--- config.mk ---
export PLATFORM = sky130hd
export DESIGN_NAME = acq_sequencer
export DESIGN_NICKNAME = d
export VERILOG_FILES = /design/src/rtl/acq_sequencer.sv
export SDC_FILE = /design/constraint.sdc
export NUM_CORES = 1
export LEC_CHECK = 0
export ABC_CLOCK_PERIOD_IN_PS = 8400
export CAP_MARGIN = 20
export CORE_MARGIN = 1.5
export CORE_UTILIZATION = 46
export CTS_CLUSTER_DIAMETER = 200
export DETAILED_ROUTE_END_ITERATION = 6
export PLACE_DENSITY = 0.8
export SLEW_MARGIN = 20
export SYNTH_ARGS = -nofsm -noshare
export SYNTH_HDL_FRONTEND = slang
export SYNTH_SLANG_ARGS = --single-unit
--- constraint.sdc ---
create_clock -name DCLK -period 8.4 [get_ports DCLK]
set_input_delay 1.68 -clock DCLK [delete_from_list [all_inputs] [get_ports DCLK]]
set_output_delay 1.68 -clock DCLK [all_outputs]
set_load 0.03 [all_outputs]
--- src/rtl/acq_sequencer.sv ---
// Acquisition sequencer: runs one pulse-echo shot (SPRAM capture addressing,
// pulser windows, linear TGC ramp to the gain DAC) and arbitrates the SPRAM address.
module acq_sequencer #(
  parameter int unsigned ADDR_W = 13,
  parameter int unsigned TGC_W  = 10
) (
  input  logic              DCLK,
  input  logic              rst,
  input  logic              trig,
  input  logic [7:0]        phv_start,
  input  logic [7:0]        phv_end,
  input  logic [7:0]        pnhv_start,
  input  logic [7:0]        pnhv_end,
  input  logic [7:0]        damp_start,
  input  logic [7:0]        damp_end,
  input  logic [TGC_W-1:0]  tgc_start,
  input  logic [7:0]        tgc_slope,
  input  logic [7:0]        tgc_interval,
  input  logic              dac_busy,
  input  logic              rd_req,
  input  logic [ADDR_W-1:0] rd_addr,
  output logic              wr_en,
  output logic [ADDR_W-1:0] mem_addr,
  output logic              rd_grant,
  output logic              rd_valid,
  output logic              PHV,
  output logic              PnHV,
  output logic              Pdamp,
  output logic [TGC_W-1:0]  dac_code,
  output logic              dac_valid,
  output logic              busy,
  output logic              done,
  output logic              overrun
);

  localparam int unsigned       CW        = (ADDR_W > 8) ? ADDR_W : 8;
  localparam logic [ADDR_W-1:0] LAST_ADDR = '1;
  localparam logic [TGC_W:0]    CODE_MAX  = {1'b0, {TGC_W{1'b1}}};

  typedef enum logic [1:0] {IDLE, CAPTURE, FINISH} state_t;

  state_t            r_state;
  state_t            w_state_next;
  logic [ADDR_W-1:0] r_wr_addr;
  logic [7:0]        r_tgc_cnt;
  logic [TGC_W-1:0]  r_dac_code;
  logic              r_dac_valid;
  logic              r_dac_pend;
  logic              r_rd_valid;
  logic              r_overrun;
  logic              r_phv;
  logic              r_pnhv;
  logic              r_pdamp;
  logic              w_start;
  logic              w_capture;
  logic              w_step;
  logic              w_load;
  logic [TGC_W:0]    w_sum;
  logic [TGC_W-1:0]  w_code_step;

  function automatic logic in_win(input logic [ADDR_W-1:0] a,
                                  input logic [7:0] s, input logic [7:0] e);
    return (CW'(a) >= CW'(s)) && (CW'(a) < CW'(e));
  endfunction

  always_ff @(posedge DCLK) begin
    if (rst) r_state <= IDLE;
    else     r_state <= w_state_next;
  end

  always_comb begin
    w_state_next = r_state;
    w_start      = 1'b0;
    wr_en        = 1'b0;
    busy         = 1'b0;
    done         = 1'b0;
    unique case (r_state)
      IDLE: begin
        if (trig) begin
          w_start      = 1'b1;
          w_state_next = CAPTURE;
        end
      end
      CAPTURE: begin
        wr_en = 1'b1;
        busy  = 1'b1;
        if (r_wr_addr == LAST_ADDR) w_state_next = FINISH;
      end
      FINISH: begin
        done         = 1'b1;
        w_state_next = IDLE;
      end
      default: w_state_next = IDLE;
    endcase
  end

  always_ff @(posedge DCLK) begin
    if (rst || w_start)         r_wr_addr <= '0;
    else if (r_state == CAPTURE) r_wr_addr <= r_wr_addr + ADDR_W'(1);
  end

  // Pulser registers look one cycle ahead so they drop together with the last write.
  assign w_capture = (r_state == CAPTURE) && (w_state_next == CAPTURE);

  always_ff @(posedge DCLK) begin
    if (rst) begin
      r_phv   <= 1'b0;
      r_pnhv  <= 1'b0;
      r_pdamp <= 1'b0;
    end else begin
      r_phv   <= w_capture && in_win(r_wr_addr, phv_start, phv_end);
      r_pnhv  <= w_capture && in_win(r_wr_addr, pnhv_start, pnhv_end);
      r_pdamp <= w_capture && in_win(r_wr_addr, damp_start, damp_end);
    end
  end

  assign w_step      = (r_state == CAPTURE) && (tgc_interval != '0) &&
                       (r_tgc_cnt == tgc_interval - 8'd1);
  assign w_sum       = {1'b0, r_dac_code} + (TGC_W+1)'(tgc_slope);
  assign w_code_step = (w_sum > CODE_MAX) ? '1 : w_sum[TGC_W-1:0];
  assign w_load      = w_start || (w_step && (w_code_step != r_dac_code));

  always_ff @(posedge DCLK) begin
    if (rst || w_start) begin
      r_tgc_cnt <= '0;
    end else if ((r_state == CAPTURE) && (tgc_interval != '0)) begin
      r_tgc_cnt <= w_step ? '0 : r_tgc_cnt + 8'd1;
    end
  end

  always_ff @(posedge DCLK) begin
    if (rst)         r_dac_code <= '0;
    else if (w_start) r_dac_code <= tgc_start;
    else if (w_step)  r_dac_code <= w_code_step;
  end

  // A busy DAC leaves one pending load that always carries the newest code.
  always_ff @(posedge DCLK) begin
    if (rst) begin
      r_dac_valid <= 1'b0;
      r_dac_pend  <= 1'b0;
    end else if (w_load) begin
      r_dac_valid <= !dac_busy;
      r_dac_pend  <= dac_busy;
    end else if (r_dac_pend && !dac_busy) begin
      r_dac_valid <= 1'b1;
      r_dac_pend  <= 1'b0;
    end else begin
      r_dac_valid <= 1'b0;
    end
  end

  always_ff @(posedge DCLK) begin
    if (rst)                               r_overrun <= 1'b0;
    else if (trig && (r_state == CAPTURE)) r_overrun <= 1'b1;
  end

  assign rd_grant = rd_req && (r_state == IDLE) && !trig;

  always_ff @(posedge DCLK) begin
    if (rst) r_rd_valid <= 1'b0;
    else     r_rd_valid <= rd_grant;
  end

  assign mem_addr  = wr_en ? r_wr_addr : rd_addr;
  assign rd_valid  = r_rd_valid;
  assign PHV       = r_phv;
  assign PnHV      = r_pnhv;
  assign Pdamp     = r_pdamp;
  assign dac_code  = r_dac_code;
  assign dac_valid = r_dac_valid;
  assign overrun   = r_overrun;

endmodule

# == Word-level counts from Yosys, hierarchy flattened ==
# Cells that the tools add are included.
# op_classes
n_addsub,4
order_cmp,7
n_eq_ne,6
n_mux,16
n_reduce_logical,22
# op_table
operator,count
$ge A13 B8 Y1,3
$lt A13 B8 Y1,3
$mux W10,3
$logic_and A1 B1 Y1,14
$add A13 B1 Y13 const B,1
$eq A13 B13 Y1 const B,1
$mux W13,1
$add A10 B8 Y11,1
$gt A11 B10 Y1 const B,1
$ne A10 B10 Y1,1
$add A8 B1 Y8 const B,1
$eq A8 B8 Y1,1
$mux W1,8
$mux W8,1
$reduce_bool A8 Y1,1
$sub A8 B1 Y8 const B,1
$eq A2 B1 Y1 const B,2
$mux W2,2
$pmux W2 S2,1
$reduce_bool A2 Y1,2
$eq A2 B2 Y1 const B,1
$logic_not A1 Y1,2
$logic_not A2 Y1,1
$logic_or A1 B1 Y1,2
# word_totals
ff_bits,40
inputBits,92
out_inout_bits,33
elab_cells,66

# == Depth between registers and ports, before layout ==
# depth
word_depth,7
depth_mapped,12

# == Worst setup path before layout ==
# OpenSTA, ideal clock, no wires.
# synth_timing
path_kind,in2out
startpoint,input trig
endpoint,output rd_grant
arrival_time_ns,2.767
path_slack_ns,3.953
cell_stages,1
n_path_buf,0
path_cell_list,nor4b_1
# synth_via
elab_chain_cells,2
# synth_lines
element,line_no,source
"start, declared",9,"input logic trig,"
$logic_not A1 Y1,158,assign rd_grant = rd_req && (r_state == IDLE) && !trig;
$logic_and A1 B1 Y1,158,
"end, declared",24,"output logic rd_grant,"
# Every way passes these cells.

# == Worst setup path in the final report ==
# Ends and elaborated chain as after synthesis.

==> flow_metrics.env <==
export IMPL_final_nets=774
export IMPL_clock_skew_final_ns=0.0122
export IMPL_drt_iter0_drc=143
export IMPL_cts_max_level=2
export IMPL_cp_arrival_ns=3.21
export IMPL_cts_buffers=5
export IMPL_vias=3954
export IMPL_cts_tree="built"
export IMPL_cts_max_path_buffers=2
export IMPL_grt_pass1_vias=3970
export IMPL_fillCellCount=708
export IMPL_cp_max_fo=4
export IMPL_root_buffer="clkbuf_8"
export IMPL_outcome="finished, final reports clean"
export IMPL_cp_end_kind="output pin"
export IMPL_grt_pass1_wl_mm=17.4
export IMPL_clk_pin_slew_ns=0.09
export IMPL_hp_class="register to register"
export IMPL_maxCapViolCount=0
export IMPL_power_density_nw_per_um2=105
export IMPL_initial_core_util_pct=48.0
export IMPL_cp_slowest_cell="clkdlybuf4s50_1"
export IMPL_drcViolationCount=0
export IMPL_r2r_cells=7
export IMPL_crit_family="buffers and inverters"
export IMPL_clkSinkCount=40
export IMPL_worstSetupPathType="input pin to output pin"
export IMPL_netlist_area_um2=3750
export IMPL_worst_slew_pin_slew_ns=0.885
export IMPL_path_buf_inv=2
export IMPL_wl_per_cell_um=13.9
export IMPL_synth_ff_type="dfxtp_1"
export IMPL_syn2layout_area_growth_pct=38.1
export IMPL_fin_crit_ns=4.89
export IMPL_regToRegStartpoint="r_state[1]"
export IMPL_worstSetupStartpointType="input pin"
export IMPL_synth_nets=656
export IMPL_viasPerCell=5.44
export IMPL_seqCellArea_um2=801
export IMPL_maxSlewViolCount=0
export IMPL_ir_worst_vdd_mv=0.0763
export IMPL_rows=32
export IMPL_ctsResizeCount=0
export IMPL_hold_path_depth=2
export IMPL_ys_warn_count=0
export IMPL_postRouteAntennaNets=0
export IMPL_hold_start="overrun"
export IMPL_totalWireLength_mm=10.1
export IMPL_synth_top_cell_area_share_pct=21.4
export IMPL_die_w_um=93.3
export IMPL_place_area_um2=5060
export IMPL_finalHoldViolCount=0
export IMPL_synthCells=506
export IMPL_finalSetupViolCount=0
export IMPL_r2r_slack_ns=5.35
export IMPL_cp_cell_sequence="clkdlybuf4s50_1 -> nor4b_1 -> clkdlybuf4s50_1"
export IMPL_cp_common_cell="clkdlybuf4s50_1"
export IMPL_synth_seq_cells=40
export IMPL_slowest_delay_ns=0.74
export IMPL_avgSynthCellArea_um2=7.41
export IMPL_rr_endpoint="dac_code[3]"
export IMPL_ys_async_sr_fraction_pct=0
export IMPL_multi_input_area_um2=2700
export IMPL_rsz0062_at_grt="no"
export IMPL_post_route_util_pct=66.3
export IMPL_fin_crit_sh_pct=58.2
export IMPL_max_freq_ghz=0.205
export IMPL_grt_util_all_layers_pct=24.4
export IMPL_core_um2=7810
export IMPL_diodes=0
export IMPL_grt_max_degree=24
export IMPL_cp_required_ns=6.72
export IMPL_setup_tns_final_ns=0
export IMPL_gp_congestion=0.892
export IMPL_dr_pass1_iters=5
export IMPL_place_inst=719
export IMPL_postCtsSetupBuffers=0
export IMPL_postCtsHoldBufs=0
export IMPL_yosysTopAreaCell="dfxtp_1"
export IMPL_io_pins=125
export IMPL_synth_area_top_cells="dfxtp_1, ha_1, nand2_1"
export IMPL_antenna_found_initial=0
export IMPL_clk_latency_ns=0.30
export IMPL_synth_edf_count=0
export IMPL_synth_seq_area_share_pct=21.4
export IMPL_maxSlewHeadroom_pct=40.5
export IMPL_instances_no_fill=727
export IMPL_fin_area_um2=5170
export IMPL_yosysUniqueCellTypes=58
export IMPL_die_area_um2=8700
export IMPL_min_to="overrun"
export IMPL_die_h_um=93.3
export IMPL_grt_overflow=0
export IMPL_drive_gt1_share_pct=2.08
export IMPL_port_buffers=124
export IMPL_dp_hpwl_mm=8.10
export IMPL_p_leak_uw=0.00236
through the flow:
stage	worst slack, ns	hold WS, ns	power (µW)
2_1_floorplan	3.95	0.484	307
3_3_place_gp	3.54	0.447	385
3_5_place_dp	3.49	0.482	390
4_1_cts	3.49	0.503	546
5_1_grt	3.42	0.562	572
6_report	3.51	0.499	544
registers in the layout, indices dropped and copies added (netlist names), 2 cells and up:
register   count
dac_code      10
r_state        2
r_tgc_cnt      8
r_wr_addr     13
power breakdown:
group          internal (µW)  switching [µW]
logic                   93.6            90.3
clock network           87.9            70.2
registers                195            7.34
total                    376             168
Yosys cell counts (all sizes together), types with 3 or more instances:
cell type	count
and3	4
o22ai	3
a21oi	46
nor2b	9
nor3	13
nor3b	3
nand4	7
a31oi	3
dfxtp	40
ha	57
nand2	77
o21a	5
inv	52
nor4b	5
clkbuf	10
nand2b	14
xnor2	12
a21o	13
o21ai	12
buf	3
xor2	19
nand3	7
and2	3
nor2	42
or3	5
a211oi	6
nor4	5
placed cells by master, fill, tap and decap left out, types with 4 or more instances in the layout:
cell / n
clkdlybuf4s50_1: 124
nand2_1: 77
ha_1: 57
inv_1: 51
a21oi_1: 46
nor2_1: 42
dfxtp_1: 40
xor2_1: 19
nand2b_1: 14
nor3_1: 13
a21o_1: 13
xnor2_1: 12
o21ai_0: 11
nor2b_1: 9
nand4_1: 7
nand3_1: 7
nor4b_1: 5
or3_1: 5
o21a_1: 5
a211oi_1: 5
clkbuf_8: 5
and3_1: 4
nor4_1: 4
per-layer routing:
metal	wire length (µm)	part of all wire (%)	track usage, %
met5	0	0	0
met4	106	1.0	5.68
met3	635	6.3	3.66
met2	4920	49	43.3
met1	4460	44	31.0
how the worst max path moves through the flow:
| stage | to | from | cells past startpoint | slack (ns) |
|---|---|---|---|---|
| after detailed placement | rd_grant | trig | 3 | 3.49 |
| after global placement | rd_grant | trig | 3 | 3.54 |
| final | rd_grant | trig | 3 | 3.51 |
| after global routing | rd_grant | trig | 3 | 3.42 |
| after floorplan | rd_grant | trig | 1 | 3.95 |
| after CTS | rd_grant | trig | 3 | 3.49 |
area by class of cell:
cell class / count / area share, %
inverters: 52 / 3.77
well taps: 102 / 2.47
flip-flops and latches: 40 / 15.5
clock buffers: 5 / 1.33
repair buffers: 124 / 24.0
clock inverters: 3 / 0.822
multi-input cells: 401 / 52.1
worst min-delay path, stage by stage (launching register included):
cell and delay, ns:
dfxtp_1 0.34, a21oi_1 0.05, nor2_1 0.08
kinds of logic (layout without fill, tap and decap cells):
| group | after synthesis | after routing | share of synthesized area [%] |
|---|---|---|---|
| flops | 40 | 40 | 21.4 |
| buf+inv | 65 | 184 | 6.64 |
| xor+xnor | 31 | 31 | 7.25 |
| mux | 4 | 4 | 1.14 |
| fa+ha+maj | 58 | 58 | 19.6 |
| simple gates | 200 | 200 | 25.8 |
| compound gates | 108 | 108 | 18.3 |
(Power assumes the default switching activity.)
